`config.mk`:
```
export PLATFORM = sky130hd
export DESIGN_NAME = modn_time_counter
export DESIGN_NICKNAME = d
export VERILOG_FILES = /design/src/rtl/clock_pkg.sv /design/src/rtl/modn_time_counter.sv
export SDC_FILE = /design/constraint.sdc
export NUM_CORES = 1
export LEC_CHECK = 0
export CORE_MARGIN = 3
export CORE_UTILIZATION = 35
export DETAILED_ROUTE_END_ITERATION = 8
export HOLD_SLACK_MARGIN = 0.02
export PLACE_DENSITY = 0.66
export SLEW_MARGIN = 20
export SYNTH_ARGS = -nofsm -noshare
export SYNTH_HDL_FRONTEND = slang
export SYNTH_SLANG_ARGS = --single-unit
```
`constraint.sdc`:
```
create_clock -name clkmain -period 1.7 [get_ports clkmain]
set_input_delay 0.51 -clock clkmain [delete_from_list [all_inputs] [get_ports clkmain]]
set_output_delay 0.51 -clock clkmain [all_outputs]
set_load 0.05 [all_outputs]
```
`src/rtl/clock_pkg.sv`:
```
// Shared clock-datapath package: digit moduli,
// digit mode decode and width helper.
package clock_pkg;

  localparam int SEC_U  = 10;
  localparam int SEC_T  = 6;
  localparam int MIN_U  = 10;
  localparam int MIN_T  = 6;
  localparam int HR24_U = 10;
  localparam int HR24_T = 3;

  typedef enum logic [1:0] {
    RUN,
    HOLD,
    ADJUST
  } mode_t;

  function automatic mode_t mode_of(
    input logic set_time,
    input logic slt
  );
    if (!set_time)
      return RUN;
    return slt ? ADJUST : HOLD;
  endfunction

  function automatic int clog2_mod(input int m);
    int w;
    w = 0;
    for (int i = 0; i < 32; i++)
      if ((64'd1 << w) < 64'(m))
        w = w + 1;
    return w;
  endfunction

endpackage

```
`src/rtl/modn_time_counter.sv`:
```
// Modulo-N up/down time digit with load, adjust mode
// and carry/borrow/load_err pulses.
// Ports: clkmain, clear (sync reset), tick_en,
// adj_tick, set_time, slt, dir, load, load_val ->
// count, carry, borrow, load_err (all registered).
module modn_time_counter
  import clock_pkg::*;
#(
  parameter int MODULUS      = 10,
  parameter int WIDTH        = 4,
  parameter int SET_CARRY_EN = 0
) (
  input  logic             clkmain,
  input  logic             clear,
  input  logic             tick_en,
  input  logic             adj_tick,
  input  logic             set_time,
  input  logic             slt,
  input  logic             dir,
  input  logic             load,
  input  logic [WIDTH-1:0] load_val,
  output logic [WIDTH-1:0] count,
  output logic             carry,
  output logic             borrow,
  output logic             load_err
);

  if (MODULUS < 2 || MODULUS > 256) begin : g_bad_mod
    $fatal(1, "MODULUS out of range 2..256");
  end
  if (WIDTH < clog2_mod(MODULUS)) begin : g_bad_w
    $fatal(1, "WIDTH too small for MODULUS");
  end

  localparam logic [WIDTH-1:0] MAX =
    WIDTH'(MODULUS - 1);
  localparam logic SCE = (SET_CARRY_EN != 0);

  mode_t            mode;
  logic             step;
  logic             pulse_ok;
  logic [WIDTH-1:0] nxt_count;
  logic             nxt_carry;
  logic             nxt_borrow;
  logic             nxt_err;

  always_comb begin
    mode       = mode_of(set_time, slt);
    step       = 1'b0;
    nxt_count  = count;
    nxt_carry  = 1'b0;
    nxt_borrow = 1'b0;
    nxt_err    = 1'b0;

    unique case (mode)
      RUN:     step = tick_en;
      ADJUST:  step = adj_tick;
      HOLD:    step = 1'b0;
      default: step = 1'b0;
    endcase

    // wrap pulses are muted while adjusting
    // unless the instance opts in
    pulse_ok = (mode == RUN) || SCE;

    if (load) begin
      if (load_val > MAX)
        nxt_err = 1'b1;
      else
        nxt_count = load_val;
    end else if (step) begin
      if (!dir) begin
        if (count == MAX) begin
          nxt_count = '0;
          nxt_carry = pulse_ok;
        end else begin
          nxt_count = count + 1'b1;
        end
      end else begin
        if (count == '0) begin
          nxt_count  = MAX;
          nxt_borrow = pulse_ok;
        end else begin
          nxt_count = count - 1'b1;
        end
      end
    end
  end

  always_ff @(posedge clkmain) begin
    if (clear) begin
      count    <= '0;
      carry    <= 1'b0;
      borrow   <= 1'b0;
      load_err <= 1'b0;
    end else begin
      count    <= nxt_count;
      carry    <= nxt_carry;
      borrow   <= nxt_borrow;
      load_err <= nxt_err;
    end
  end

endmodule
```
==> results by group <==
Detailed routing
  – Total wire length: 1270 um
  – Starting DRT DRC Count: 11
  – Vias per inst: 5.45
  – DRC: 0
  – Vias: 567
  – Initial DRT Pass Iterations: 4
  – Average wire per standard cell: 12.2 um
  – Antenna violation net count after detailed routing: 0

Place
  – Placer Congestion: 0.849
  – IO buf count: 18
  – DPL Wire Length: 954 um
  – Pre-CTS setup slack: -203 ps

Worst setup path
  – Critical path arrival: 1810 ps
  – CP delay by family, top: simple AND/OR/NAND/NOR gates
  – Critical Path Max Stage Delay: 490 ps
  – Buf/Inv on CP: 1
  – R2R Setup Slk: 230 ps
  – Crit-path slowest cell: clkdlybuf4s50_1
  – Worst path cell trace: clkdlybuf4s50_1, and3_1, o31ai_4, or3_1, a31oi_1
  – R2R Path Start: count[0]
  – Worst setup EP type: register
  – Largest driver fanout on the critical path: 5
  – Worst R2R Path Depth: 4
  – Critical path class: in -> reg
  – Worst Path Required: 1880 ps
  – Startpoint Class: input pin
  – RR Endpoint: count[3]

Logic synthesis
  – Synthesized area: 513 um^2
  – Flops & latches, synth: 7
  – Syn_nets: 72
  – Mapped Cells: 60
  – Mapped Avg Cell Area: 8.55 um^2
  – Async S/R FF share, synth: 0
  – Main synth FF type: dfxtp_1
  – Sequential area share after synthesis: 0.273
  – Main area contributors after synthesis: dfxtp_1 (27%), buf_6 (8.8%), a211oi_1 (4.4%)
  – Yosys warnings: 0
  – Post-synth top area share: 0.273
  – Post-synth cell types: 32
  – Leading area contributor after synthesis: dfxtp_1
  – Number of synthesized flops with an enable pin: 0

Floorplanning
  – Core area: 1330 um^2
  – Rows: 13
  – Io pins: 19
  – Starting Density: 0.385
  – Die area: 1960 um^2
  – Die height: 44.3 um
  – Die Span X: 44.3 um

Power and ir drop
  – Tot Pwr: 0.566 mW
  – VDD IR max: 380 uV
  – Comb power frac: 0.381
  – Clock power share: 0.262
  – Internal power: 0.383 mW
  – Static Leak: 0.376 nW
  – Total power per unit cell area: 650 nW/um^2
  – Net Switching: 0.184 mW
  – Switching part of the total: 0.325
  – Seq pwr share: 0.358

Cells and area
  – Layout Utilization: 0.653
  – Fillers: 112
  – Layout cells sized above 1: 0.326
  – P&R area growth vs syn: 69.8%
  – # diodes: 0
  – Nets: 102
  – Most common cell after layout, fill and taps aside: buf_4
  – Most frequent cells in the layout: buf_4 (12), clkdlybuf4s50_1 (9), dfxtp_1 (7), buf_12 (7), nor2_1 (5)

Clocking
  – H-tree Lvls: 1
  – Clk slew on worst S/H paths: 50 ps
  – CTS tree: done
  – Max clock buf depth: 2
  – Clock Sinks: 7
  – Root Buffer: clkbuf_4
  – CTS buffer count: 3
  – Worst-Skew Late Latency: 250 ps

Global route
  – Grt total ovfl: 0
  – Gr usage total: 0.135
  – Vias in the first global route: 501
  – Initial antenna violation count: 0
  – Largest net degree at the start of global routing: 12
  – First-pass GRT wire length: 2000 um

Worst hold path
  – Hold endpoint: count[2]
  – Hold Path Stages: 2
  – Hold Path Class: reg -> reg
  – Worst Hold Launch: count[2]

STA
  – Least-Margin Pin Slew: 449 ps
  – Maximum clock rate: 0.614 GHz
  – Finish-stage setup viols: 0
  – Normalized max-slew margin: 0.700
  – Setup slack after layout: 71.0 ps
  – Setup TNS: 0 ps
  – Pins over their slew limit: 0
  – Setup Skew: 2.01 ps
  – Minimum clock period: 1630 ps
  – Final Hold Violating Endpoints: 0
  – Final Cycle Share: 0.958

Run status
  – Outcome: completed

Flow run
  – Maxcap violations: 0
## timing repair
| item | in CTS | in global routing |
|---|---|---|
| setup buffers | 0 | 0 |
| setup endpoints to repair | 0 | 5 |
| resized for setup | 0 | 5 |
| hold buffers | 0 | 0 |
## layout make-up
class                      count  area (um^2)  area share
clock buffer                   4         26.3      0.0302
tap                           15         18.8      0.0216
sequential                     7          140       0.161
inverter                       2         7.51     0.00862
multi-input combinational     45          322       0.369
timing repair buffer          31          357       0.409
## per-stage QoR
step	hold slack (ps)	instances	area [um^2]
floorplan	579	60	513
global placement	667	100	825
detailed placement	660	100	825
CTS	667	104	851
global route	746	104	871
finish	667	104	871
## sequential cells by signal, indices dropped and copies added (netlist names)
name,count
carry,1
load_err,1
count,4
borrow,1
## worst reg2reg max path, stage by stage, from the launching register on
cell and delay [ps]:
dfxtp_1 590, and3b_1 230, o21ai_1 60, a211o_1 310
a211oi_1 190
## cell usage after synthesis (2+ instances only)
| cell | number |
|---|---|
| dfxtp_1 | 7 |
| nor2_1 | 5 |
| buf_6 | 4 |
| o21ai_0 | 4 |
| a211oi_1 | 3 |
| a21oi_1 | 3 |
| and3_1 | 3 |
| nor2b_1 | 3 |
| a31oi_1 | 2 |
| buf_2 | 2 |
| inv_1 | 2 |
| xor2_1 | 2 |
## cells by family (layout without fill, tap and decap cells)
| logic type | after synthesis | after routing | synth area share |
|---|---|---|---|
| AO/OA/AOI/OAI | 21 | 21 | 0.295 |
| flip-flops | 7 | 7 | 0.273 |
| AND/OR/NAND/NOR | 22 | 22 | 0.276 |
| buffers and inverters | 8 | 37 | 0.122 |
| XOR/XNOR | 2 | 2 | 0.0342 |
## routing by layer
| layer | GRT usage | share of wire | vias to the layer above |
|---|---|---|---|
| li1 | - | - | 281 |
| met1 | 0.167 | 0.45 | 257 |
| met2 | 0.221 | 0.48 | 25 |
| met3 | 0.0610 | 0.059 | 4 |
| met4 | 0.0181 | 0.0095 | 0 |
| met5 | 0 | 0 | - |
## power by group through the flow
stage | registers (mW) | clock network, mW | logic (mW)
after floorplan | 0.221 | 0 | 0.0957
after global placement | 0.205 | 0 | 0.209
after detailed placement | 0.205 | 0 | 0.211
after CTS | 0.202 | 0.150 | 0.212
after global routing | 0.205 | 0.165 | 0.230
final | 0.203 | 0.148 | 0.216
## worst max-delay path by stage
| stage | start | to | slack, ps | cells past startpoint |
|---|---|---|---|---|
| final | set_time | count[0] | 70 | 5 |
| after global routing | set_time | count[3] | -20 | 6 |
| after CTS | set_time | count[1] | 50 | 5 |
| after detailed placement | set_time | count[1] | -200 | 5 |
| after global placement | adj_tick | count[1] | -190 | 5 |
| after floorplan | count[2] | count[3] | 150 | 5 |
No activity file was read; power rests on OpenSTA's default activity.
